## src/rtl/idecoder_queue_if.sv

```systemverilog
// Handshake and decoded-bundle signals between the instruction source,
// the queued decoder and the controller that consumes the bundles.
interface idecoder_queue_if #(
    parameter int DATA_W = 16
);
    // Input handshake
    logic              in_valid;
    logic              in_ready;
    logic [15:0]       instr;

    // Output handshake and decoded bundle
    logic              out_valid;
    logic              out_ready;
    logic [1:0]        reg_sel;
    logic [2:0]        opcode;
    logic [1:0]        ALU_op;
    logic [1:0]        shift_op;
    logic [DATA_W-1:0] sximm5;
    logic [DATA_W-1:0] sximm8;
    logic [2:0]        r_addr;
    logic [2:0]        w_addr;
    logic              illegal;

    // Environment side: offers words, consumes bundles, selects register fields
    modport master (
        output in_valid, instr, out_ready, reg_sel,
        input  in_ready, out_valid, opcode, ALU_op, shift_op,
               sximm5, sximm8, r_addr, w_addr, illegal
    );

    // Decoder side
    modport slave (
        input  in_valid, instr, out_ready, reg_sel,
        output in_ready, out_valid, opcode, ALU_op, shift_op,
               sximm5, sximm8, r_addr, w_addr, illegal
    );
endinterface

```

## src/rtl/idecoder_queue.sv

```systemverilog
// Queued instruction decoder: raw words are buffered in a DEPTH-entry FIFO,
// the head is decoded into a registered bundle held until the consumer takes
// it. Illegal encodings flow through but are flagged and counted.
module idecoder_queue #(
    parameter int DEPTH  = 4,   // power of two, >= 2
    parameter int DATA_W = 16   // >= 8
) (
    input  logic                   clk,
    input  logic                   rst_n,
    input  logic                   flush,
    idecoder_queue_if.slave        bus,
    output logic [$clog2(DEPTH):0] count,
    output logic                   err,
    output logic [7:0]             illegal_cnt
);
    localparam int PTR_W = $clog2(DEPTH);
    localparam int CNT_W = PTR_W + 1;

    // FIFO storage and pointers
    logic [15:0]      mem [DEPTH];
    logic [PTR_W-1:0] wr_ptr;
    logic [PTR_W-1:0] rd_ptr;

    // Registered decode bundle
    logic              out_valid_q;
    logic [2:0]        opcode_q;
    logic [1:0]        alu_op_q;
    logic [1:0]        shift_op_q;
    logic [DATA_W-1:0] sximm5_q;
    logic [DATA_W-1:0] sximm8_q;
    logic [2:0]        rn_q;
    logic [2:0]        rd_q;
    logic [2:0]        rm_q;
    logic              illegal_q;

    logic        full;
    logic        push;
    logic        pop;
    logic        consume_illegal;
    logic [15:0] head;
    logic        head_legal;
    logic [2:0]  sel_field;

    // MOV imm / MOV reg under opcode 110, every ALU op under opcode 101
    function automatic logic is_legal(input logic [15:0] w);
        return (w[15:13] == 3'b110 && (w[12:11] == 2'b10 || w[12:11] == 2'b00))
            || (w[15:13] == 3'b101);
    endfunction

    // No bypass when full: a same-cycle pop does not open the input
    assign full            = (count == CNT_W'(DEPTH));
    assign bus.in_ready    = !full;
    assign push            = bus.in_valid && !full;
    assign pop             = (!out_valid_q || bus.out_ready) && (count != '0);
    assign consume_illegal = out_valid_q && bus.out_ready && illegal_q;
    assign head            = mem[rd_ptr];
    assign head_legal      = is_legal(head);

    // FIFO data write; contents need no reset because count gates every read
    // NOTE: storage arrays are left out of reset so they map onto plain RAM/regfile cells; only pointers and count define validity.
    always_ff @(posedge clk) begin
        if (push && !flush) begin
            mem[wr_ptr] <= bus.instr;
        end
    end

    // FIFO pointers, occupancy and the registered output stage
    // NOTE: every register here uses <= so all updates see the pre-edge values of count/out_valid_q, whatever the statement order.
    always_ff @(posedge clk or negedge rst_n) begin
        if (!rst_n) begin
            wr_ptr      <= '0;
            rd_ptr      <= '0;
            count       <= '0;
            out_valid_q <= 1'b0;
            opcode_q    <= '0;
            alu_op_q    <= '0;
            shift_op_q  <= '0;
            sximm5_q    <= '0;
            sximm8_q    <= '0;
            rn_q        <= '0;
            rd_q        <= '0;
            rm_q        <= '0;
            illegal_q   <= 1'b0;
            err         <= 1'b0;
            illegal_cnt <= '0;
        end else if (flush) begin
            // Flush wins over push and pop; error status survives it
            wr_ptr      <= '0;
            rd_ptr      <= '0;
            count       <= '0;
            out_valid_q <= 1'b0;
        end else begin
            if (push) begin
                wr_ptr <= wr_ptr + PTR_W'(1);
            end

            if (pop) begin
                rd_ptr      <= rd_ptr + PTR_W'(1);
                out_valid_q <= 1'b1;
                opcode_q    <= head[15:13];
                alu_op_q    <= head[12:11];
                shift_op_q  <= head[4:3];
                sximm5_q    <= {{(DATA_W-5){head[4]}}, head[4:0]};
                sximm8_q    <= {{(DATA_W-8){head[7]}}, head[7:0]};
                rn_q        <= head[10:8];
                rd_q        <= head[7:5];
                rm_q        <= head[2:0];
                illegal_q   <= !head_legal;
            end else if (out_valid_q && bus.out_ready) begin
                out_valid_q <= 1'b0;
            end

            case ({push, pop})
                2'b10:   count <= count + CNT_W'(1);
                2'b01:   count <= count - CNT_W'(1);
                default: count <= count;
            endcase

            if (consume_illegal) begin
                err <= 1'b1;
                if (illegal_cnt != 8'hFF) begin
                    illegal_cnt <= illegal_cnt + 8'd1;
                end
            end
        end
    end

    // Register field select from the held bundle (only combinational output path)
    // NOTE: sel_field gets a default before the case so no latch is inferred.
    always_comb begin
        sel_field = 3'b000;
        case (bus.reg_sel)
            2'b10:   sel_field = rn_q;
            2'b01:   sel_field = rd_q;
            2'b00:   sel_field = rm_q;
            default: sel_field = 3'b000;
        endcase
    end

    assign bus.out_valid = out_valid_q;
    assign bus.opcode    = opcode_q;
    assign bus.ALU_op    = alu_op_q;
    assign bus.shift_op  = shift_op_q;
    assign bus.sximm5    = sximm5_q;
    assign bus.sximm8    = sximm8_q;
    assign bus.illegal   = illegal_q;
    assign bus.r_addr    = sel_field;
    assign bus.w_addr    = sel_field;
endmodule

```

## src/flat_wrapper.sv

```systemverilog
// flat-port wrapper written by rule: the top's interface ports become plain ports
module idecoder_queue_flat 
#(
    parameter int DEPTH  = 4,                        
    parameter int DATA_W = 16          
)
  (clk, rst_n, flush, count, err, illegal_cnt, bus_in_valid, bus_instr, bus_out_ready, bus_reg_sel, bus_in_ready, bus_out_valid, bus_opcode, bus_ALU_op, bus_shift_op, bus_sximm5, bus_sximm8, bus_r_addr, bus_w_addr, bus_illegal);
  idecoder_queue_if #(.DATA_W(DATA_W)) bus_i ();
  input  logic clk;
  input  logic rst_n;
  input  logic flush;
  output logic [$clog2(DEPTH):0] count;
  output logic err;
  output logic [7:0] illegal_cnt;
  input wire logic [$bits(bus_i.in_valid)-1:0] bus_in_valid;
  input wire logic [$bits(bus_i.instr)-1:0] bus_instr;
  input wire logic [$bits(bus_i.out_ready)-1:0] bus_out_ready;
  input wire logic [$bits(bus_i.reg_sel)-1:0] bus_reg_sel;
  output wire logic [$bits(bus_i.in_ready)-1:0] bus_in_ready;
  output wire logic [$bits(bus_i.out_valid)-1:0] bus_out_valid;
  output wire logic [$bits(bus_i.opcode)-1:0] bus_opcode;
  output wire logic [$bits(bus_i.ALU_op)-1:0] bus_ALU_op;
  output wire logic [$bits(bus_i.shift_op)-1:0] bus_shift_op;
  output wire logic [$bits(bus_i.sximm5)-1:0] bus_sximm5;
  output wire logic [$bits(bus_i.sximm8)-1:0] bus_sximm8;
  output wire logic [$bits(bus_i.r_addr)-1:0] bus_r_addr;
  output wire logic [$bits(bus_i.w_addr)-1:0] bus_w_addr;
  output wire logic [$bits(bus_i.illegal)-1:0] bus_illegal;
  assign bus_i.in_valid = bus_in_valid;
  assign bus_i.instr = bus_instr;
  assign bus_i.out_ready = bus_out_ready;
  assign bus_i.reg_sel = bus_reg_sel;
  assign bus_in_ready = bus_i.in_ready;
  assign bus_out_valid = bus_i.out_valid;
  assign bus_opcode = bus_i.opcode;
  assign bus_ALU_op = bus_i.ALU_op;
  assign bus_shift_op = bus_i.shift_op;
  assign bus_sximm5 = bus_i.sximm5;
  assign bus_sximm8 = bus_i.sximm8;
  assign bus_r_addr = bus_i.r_addr;
  assign bus_w_addr = bus_i.w_addr;
  assign bus_illegal = bus_i.illegal;
  idecoder_queue #(.DEPTH(DEPTH), .DATA_W(DATA_W)) u_core (.clk(clk), .rst_n(rst_n), .flush(flush), .bus(bus_i), .count(count), .err(err), .illegal_cnt(illegal_cnt));
endmodule
```

## config.mk

```make
export PLATFORM = sky130hd
export DESIGN_NAME = idecoder_queue_flat
export DESIGN_NICKNAME = d
export VERILOG_FILES = /design/src/rtl/idecoder_queue_if.sv /design/src/rtl/idecoder_queue.sv /design/src/flat_wrapper.sv
export SDC_FILE = /design/constraint.sdc
export NUM_CORES = 1
export LEC_CHECK = 0
export CORE_MARGIN = 1.5
export CORE_UTILIZATION = 55
export CTS_CLUSTER_SIZE = 12
export DETAILED_ROUTE_END_ITERATION = 16
export GPL_TIMING_DRIVEN = 1
export PLACE_DENSITY = 0.84
export SYNTH_ARGS = -nofsm -noshare
export SYNTH_HDL_FRONTEND = slang
export SYNTH_SLANG_ARGS = --single-unit
```

## constraint.sdc

```tcl
create_clock -name clk -period 3.12 [get_ports clk]
set_input_delay 0.78 -clock clk [delete_from_list [all_inputs] [get_ports clk]]
set_output_delay 0.78 -clock clk [all_outputs]
set_load 0.02 [all_outputs]
```

* Word level (Yosys, flattened, before mapping)
Memory sizes are Yosys's and may differ from the RTL's.
Index checks and enable logic that the tools add are counted.
** Storage, ports and cells
- Flip-flop bits (word level) :: 47
- Bits in writable memories :: 64
- Input port bits :: 23
- Output and inout bits :: 60
- Word-level logic and storage cells :: 66
- Memories :: 1
** Cells by class
- $add $sub $neg :: 5
- Eq/ne operators :: 9
- Muxes and demuxes :: 12
- Bitwise gates (word level) :: 1
- Reduce and logical (&&, ||, !) cells :: 23
** Memory list
- u_core.mem :: words 4, width 16, rd ports 1, clocked after memory_dff 0, wr ports 1, RTL line idecoder_queue.sv:20 : logic [15:0] mem [DEPTH];
** Operators by type and width (number)
- 3-bit == test (second input constant) :: 3
- 3-bit case mux with 3 select lines :: 1
- 3-bit nonzero test :: 3
- 8-bit by 1-bit adder with 8-bit output (second input constant) :: 1
- 2-bit 2-to-1 mux :: 4
- 8-bit != test (second input constant) :: 1
- 2-bit == test (second input constant) :: 3
- 1-bit logical AND :: 6
- 3-bit case mux with 2 select lines :: 1
- 1-bit 2-to-1 mux :: 5
- 2-bit by 1-bit adder with 2-bit output (second input constant) :: 2
- 2-bit by 1-bit == test with 1-bit output (second input constant) :: 2
- 1-bit zero test :: 4
- 2-bit zero test :: 2
- 2-bit AND reduction :: 2
- 2-bit nonzero test :: 2
- 3-bit by 1-bit adder with 3-bit output (second input constant) :: 1
- 1-bit logical OR :: 3
- 3-bit 2-to-1 mux :: 1
- 3-bit AND reduction :: 1
- 3-bit by 1-bit subtractor with 3-bit output (second input constant) :: 1
- 1-bit NOT :: 1

* Depth between registers and ports, before layout
Gate-level depths: netlist of run 1.
- Depth after elaboration :: 6
- Gate-level depth with buffers :: 6
- Depth with buffers taken out :: 5

* Worst setup path after synthesis of run 1
No wires, ideal clock.
- Path kind :: input -> output
- From :: input port bus_reg_sel[1]
- To :: output port bus_w_addr[0]
- Arrival time :: 1.677 ns
- Data required time :: 2.340 ns
- Path slack :: 0.663 ns
- Stages on the path :: 3
- Buffers on the path :: 1
- Path through :: mux2i_1 > o21ai_0 > buf_4
** Between the ends
- Word-level cells in the longest chain between the ends :: 2
- Elaborated cells between the ends (all ways) :: 4
- Classes of those cells :: eq/ne (2); mux (1); reduce/logical (1)
** Ends and longest elaborated chain
- start: declaration :: RTL line flat_wrapper.sv:18 : input wire logic [$bits(bus_i.reg_sel)-1:0] bus_reg_sel;
- 2-bit by 1-bit == test with 1-bit output (tied with other cells) :: RTL line idecoder_queue.sv:132 : case (bus.reg_sel)
- 3-bit case mux with 3 select lines (*) :: RTL line idecoder_queue.sv:132
- end: declaration :: RTL line flat_wrapper.sv:27 : output wire logic [$bits(bus_i.w_addr)-1:0] bus_w_addr;
Mark *: on every way between the ends. The rest lies on a longest branch, timed or not.

* Worst setup path in the final report of run 1
- From :: input port bus_reg_sel[1]
- To :: output port bus_r_addr[2]
** Between the ends
- Word-level cells in the longest chain between the ends :: 2
- Elaborated cells between the ends (all ways) :: 4
- Classes of those cells :: eq/ne (2); mux (1); reduce/logical (1)
** Ends and longest elaborated chain
- 2-bit by 1-bit == test with 1-bit output (tied with other cells) :: RTL line idecoder_queue.sv:132
- 3-bit case mux with 3 select lines (*) :: RTL line idecoder_queue.sv:132
- end: declaration :: RTL line flat_wrapper.sv:26 : output wire logic [$bits(bus_i.r_addr)-1:0] bus_r_addr;
Marked as above.

==> results.cfg, run 1 <==
[status]
status = complete, no violations

[layout]
synthToLayoutAreaGrowth_pct = 23.4
antenna_cells = 0
stdcell_count = 429
num-nets-final = 354
finalInstanceArea_sq_um = 5180
final_layout_size_suffix_gt1_share_pct = 20.6

[synth]
syn_inst = 258
yosys-top-cells-count = edfxtp_1, dfrtp_1, buf_4
netlist.area_leader.share_pct = 45.8
synth_area_leaders = edfxtp_1, dfrtp_1, mux4_2, mux2_2, buf_4
synth.cell_area_sq_um = 4200
synth_cell_types = 38
syn_area_per_cell_sq_um = 16.3
synth-edff-count = 64
synth_fp_nets = 287
seq_area_frac_synth_pct = 66.0
synthFlopType = edfxtp_1
ys_warn_count = 0
yosysMostFrequentCell = edfxtp_1
ys_ff_latch = 98
async_reset_ff_share_pct = 34.7
synth_top_cell_by_area = edfxtp_1

[worst_setup_path]
critPathMaxFanout = 4
path_class = input port to primary output
arrival_ns = 2.11
crit_required_ns = 2.34
cp-end-kind = primary output
start_kind = input port

[routing]
drt_iter0_markers = 138
drt-pass1-iter-count = 4
via_count = 2312
vias_per_cell = 5.39
drc_errors = 0
routedWlPerCell_microns = 17.1
drtAntennaViolNets = 0
routed_wl_mm = 7.32

[timing]
finalHoldViolations = 0
worstMarginPinSlew_ns = 0.963
rsz0062_at_grt = no
drv_slew = 0
fmax_mhz = 346
clock_skew_ns = 0.0126
period_needed_ns = 2.89
setup_viol = 0
timing.final.crit_share_pct = 92.7
relSlewSlack_pct = 35.8

[global_routing]
grt_first_pass_wirelength_mm = 11.8
grt_pass1_vias = 2302
grt_usage_pct = 19.3
grt_max_degree = 35
gr-total-overflow = 0
antenna_found_initial = 0

[floorplan]
initial_core_util_pct = 57.3
ioPinCount = 83
dieArea_sq_um = 8170
die_h_microns = 90.4
core_sq_um = 7330
die_w_microns = 90.4
num_rows = 31

[pwr]
leakage_nw = 1.89
irDropWorstVdd_uv = 407
p_per_area_nw_per_um2 = 899
clkPwrFrac_pct = 17.7
p_sw_mw = 1.63
combPwrFrac_pct = 41.6
design_power_total_mw = 4.66
p_seq_share_pct = 40.8
p_int_mw = 3.03
swShare_pct = 35.0

[clock_tree]
cts.sinks = 98
clkLatencyLatePin_ns = 0.36
tritoncts = built
cts_buffers = 9
cts.path.max_buffers = 2
cts_root_buffer = clkbuf_8
path_clk_slew_ns = 0.10
htree_levels = 3

[placed_design]
dpl-instance-area_sq_um = 4990
port_buffers = 82
dp_cells = 413
gp_congestion = 0.715
hpwl_mm = 4.97

[min_path]
hp-class = input port to asynchronous set/reset pin

[flow_run]
drv_cap = 0
power groups by stage:
stage                     clock network (mW)  logic, mW  registers [mW]
after CTS                              0.841       1.96            1.91
after floorplan                            0       1.27            1.96
after global routing                   0.894       2.06            1.95
after global placement                     0       1.92            1.92
after detailed placement                   0       1.97            1.93
final                                  0.824       1.94            1.90
worst max-delay path: stages:
cell	delay, ns
clkdlybuf4s50_1	0.57
mux2i_1	0.10
o21ai_0	0.27
dlygate4sd2_1	0.39
final cells by class:
type	count	area, sq um
Clock buffer	10	128
Clock inverter	6	72.6
Fill cell	465	2150
Inverter	3	11.3
Multi-Input combinational cell	119	1150
Sequential cell	98	2770
Tap cell	99	124
Timing Repair Buffer	94	923
worst paths after layout:
path                                  from          endpoint  slack (ns)  cells past startpoint
max                         bus_reg_sel[1]     bus_r_addr[2]        0.23                      4
min                                  rst_n    u_core.rn_q[2]        0.49                      1
max reg2reg                u_core.count[0]   u_core.count[2]        0.87                      5
min reg2reg                     u_core.err        u_core.err        0.49                      1
max in group asynchronous            rst_n  u_core.wr_ptr[0]        2.12                      1
min in group clk                u_core.err        u_core.err        0.50                      1
timing repair:
item / 4_1_cts / 5_1_grt
setup endpoints to repair: 6 / 0
hold buffers: 0 / 0
buffers inserted: 0 / 0
gates resized for setup: 6 / 0
through the flow:
stage / hold slack (ns) / worst slack (ns) / setup TNS (ns) / utilization (%)
after floorplan: 0.480 / 0.663 / 0 / -
after global placement: 0.454 / -0.0767 / -0.131 / 68.1
after detailed placement: 0.471 / -0.101 / -0.301 / 68.1
after CTS: 0.501 / 0.207 / 0 / 70.7
after global routing: 0.544 / 0.106 / 0 / 70.7
final: 0.495 / 0.227 / 0 / 70.7
flip-flops by register name (all words and copies together), names as in the netlist:
register / flops
u_core.illegal_cnt: 8
u_core.bus.ALU_op: 2
u_core.wr_ptr: 2
u_core.err: 1
u_core.rm_q: 2
u_core.bus.sximm8: 3
u_core.mem: 64
u_core.rd_ptr: 2
u_core.bus.out_valid: 1
u_core.bus.illegal: 1
u_core.rn_q: 3
u_core.count: 3
u_core.bus.opcode: 3
u_core.rd_q: 3
layout by cell type (no fill, tap or decap), types with 2 or more instances in the layout:
cell	Yosys	final
nor2_1	9	9
inv_1	3	3
mux4_2	16	16
clkdlybuf4s50_1	0	75
mux2i_1	5	5
a31oi_1	2	2
buf_4	29	10
inv_6	0	2
and3_1	2	2
o21a_1	2	2
edfxtp_1	64	64
buf_12	0	2
xnor2_1	2	2
nor2b_1	3	3
o21ai_0	6	6
and2_1	4	4
nand2b_1	4	4
nand3_1	6	6
nor3_1	3	3
nand4_1	3	3
mux2_2	20	20
ha_1	5	5
dlygate4sd2_1	0	6
dfrtp_1	34	34
a21oi_1	7	7
clkbuf_8	0	9
nand2_1	7	7
nor3_2	2	2
per-layer routing:
metal / share of wire (%) / vias to the layer above / global-route usage (%) / wire length, microns
li1: - / 1069 / - / -
met1: 42 / 1157 / 23.9 / 3090
met2: 51 / 73 / 32.6 / 3770
met3: 4.0 / 13 / 3.45 / 291
met4: 2.3 / 0 / 9.92 / 171
met5: 0 / - / 0 / 0
cell families (layout without fill, tap and decap cells):
logic type      Yosys count  after routing  synth area share [%]
flops                    98             98                  66.0
simple gates             49             49                  6.52
mux                      42             42                  15.4
buf+inv                  41            113                  6.55
compound gates           19             19                  2.92
fa+ha+maj                 6              6                  1.97
xor+xnor                  3              3                 0.626
No activity file was read; power rests on OpenSTA's default activity.
==> inputs of run 2 (changes only) <==
--- a/config.mk
+++ b/config.mk
@@ -5,10 +5,12 @@
 export SDC_FILE = /design/constraint.sdc
 export NUM_CORES = 1
 export LEC_CHECK = 0
-export CORE_MARGIN = 1.5
+export CAP_MARGIN = 20
+export CORE_MARGIN = 4
 export CORE_UTILIZATION = 55
 export CTS_CLUSTER_SIZE = 12
 export DETAILED_ROUTE_END_ITERATION = 16
+export GPL_ROUTABILITY_DRIVEN = 1
 export GPL_TIMING_DRIVEN = 1
 export PLACE_DENSITY = 0.84
 export SYNTH_ARGS = -nofsm -noshare
==> results.cfg, run 2 (synthesis gave the netlist of run 1 again) <==
[status]
status = complete, no violations

[floorplan]
die_h_microns = 95.4
dieArea_sq_um = 9100
core_sq_um = 7330
num_rows = 31
initial_core_util_pct = 57.3
die_w_microns = 95.4
ioPinCount = 83

[worst_setup_path]
path_class = input port to primary output
cp_slowest_cell = clkdlybuf4s50_1
crit_start = bus_reg_sel[1]
reg2reg_from = u_core.count[0]
cp-end-kind = primary output
start_kind = input port
slowest_delay_ns = 0.51
critPathMaxFanout = 4
arrival_ns = 2.15
cp_num_buf_inv = 2
crit_required_ns = 2.34
crit_family = buffers and inverters
crit_path_cell_trace = clkdlybuf4s50_1, nor2b_1, nand2_1, o21ai_0, dlygate4sd2_1

[placed_design]
gp_congestion = 0.727
hpwl_mm = 5.14
pre_cts_ws_ns = -0.126
port_buffers = 82

[routing]
drtAntennaViolNets = 0
drt_iter0_markers = 117
via_count = 2301
drt-pass1-iter-count = 4
routedWlPerCell_microns = 17.3
vias_per_cell = 5.35
drc_errors = 0
routed_wl_mm = 7.45

[pwr]
leakage_nw = 1.88
clkPwrFrac_pct = 17.0
irDropWorstVdd_uv = 382
p_sw_mw = 1.66
p_seq_share_pct = 41.0
p_int_mw = 2.95
design_power_total_mw = 4.62
p_per_area_nw_per_um2 = 893
combPwrFrac_pct = 42.0
swShare_pct = 36.0

[clock_tree]
cts_buffers = 9
path_clk_slew_ns = 0.10
cts_resized = 6
htree_levels = 3
clkLatencyLatePin_ns = 0.36
tritoncts = built
cts_root_buffer = clkbuf_8
cts_setup_buffers = 0
cts.path.max_buffers = 2
hold_buffers = 0
cts.sinks = 98

[timing]
setup_slack_ns = 0.192
timing.final.crit_share_pct = 93.8
relSlewSlack_pct = 43.6
finalHoldViolations = 0
fmax_mhz = 342
rsz0062_at_grt = no
setup_viol = 0
setup-tns-final_ns = 0
drv_slew = 0
period_needed_ns = 2.93
clock_skew_ns = 0.0108
worstMarginPinSlew_ns = 0.845

[global_routing]
grt_pass1_vias = 2302
grt_usage_pct = 17.8
grt_first_pass_wirelength_mm = 11.8
grt_max_degree = 35
gr-total-overflow = 0
antenna_found_initial = 0

[layout]
reg_top3 = u_core.mem (64), u_core.illegal_cnt (8)
synthToLayoutAreaGrowth_pct = 23.0
largest_reg_flops = 64
final_layout_size_suffix_gt1_share_pct = 21.1
top_register = u_core.mem
num-nets-final = 355
antenna_cells = 0
final_common_cell = clkdlybuf4s50_1
mostFrequentLayoutCells = clkdlybuf4s50_1, edfxtp_1, dfrtp_1, mux2_2, mux4_2

[min_path]
hp-class = flop to flop
hp-start = u_core.err

[flow_run]
drv_cap = 0
[run 2: final timing paths]
| check | slack, ns | endpoint | cells after the start |
|---|---|---|---|
| worst max-delay path | 0.19 | bus_r_addr[1] | 5 |
| worst min-delay path | 0.48 | u_core.err | 1 |
| worst max register to register | 0.85 | u_core.count[2] | 5 |
| worst min register to register | 0.48 | u_core.err | 1 |
| max in group asynchronous | 2.14 | u_core.bus.illegal | 1 |
| min in group asynchronous | 0.49 | u_core.illegal_cnt[4] | 1 |
[run 2: layout make-up]
type / count / area, sq um
clock buffer: 9 / 124
tap: 99 / 124
sequential: 98 / 2770
inverter: 3 / 11.3
clock inverter: 7 / 76.3
timing repair buffer: 95 / 906
fill: 447 / 2160
multi-input combinational: 119 / 1150
[run 2: stage by stage]
step / area [sq um] / hold WS (ns) / cells / utilization [%]
after CTS: 5170 / 0.487 / 430 / 70.5
after floorplan: 4200 / 0.480 / 258 / -
after detailed placement: 4970 / 0.456 / 414 / 67.8
final: 5170 / 0.482 / 430 / 70.5
after global placement: 4970 / 0.453 / 414 / 67.8
after global routing: 5170 / 0.520 / 430 / 70.5
[run 2: power by group through the flow]
stage / combinational (mW) / sequential (mW) / clock, mW
after floorplan: 1.27 / 1.96 / 0
after global placement: 1.93 / 1.92 / 0
after detailed placement: 1.97 / 1.93 / 0
after CTS: 1.96 / 1.90 / 0.811
after global routing: 2.08 / 1.94 / 0.870
final: 1.94 / 1.89 / 0.787
[run 2: routing by layer]
| metal | routed length (microns) | vias to the layer above | global-route usage [%] |
|---|---|---|---|
| li1 | - | 1078 | - |
| met5 | 0 | - | 0 |
| met2 | 3810 | 79 | 30.1 |
| met4 | 98 | 0 | 6.75 |
| met1 | 3090 | 1136 | 23.3 |
| met3 | 448 | 8 | 2.76 |
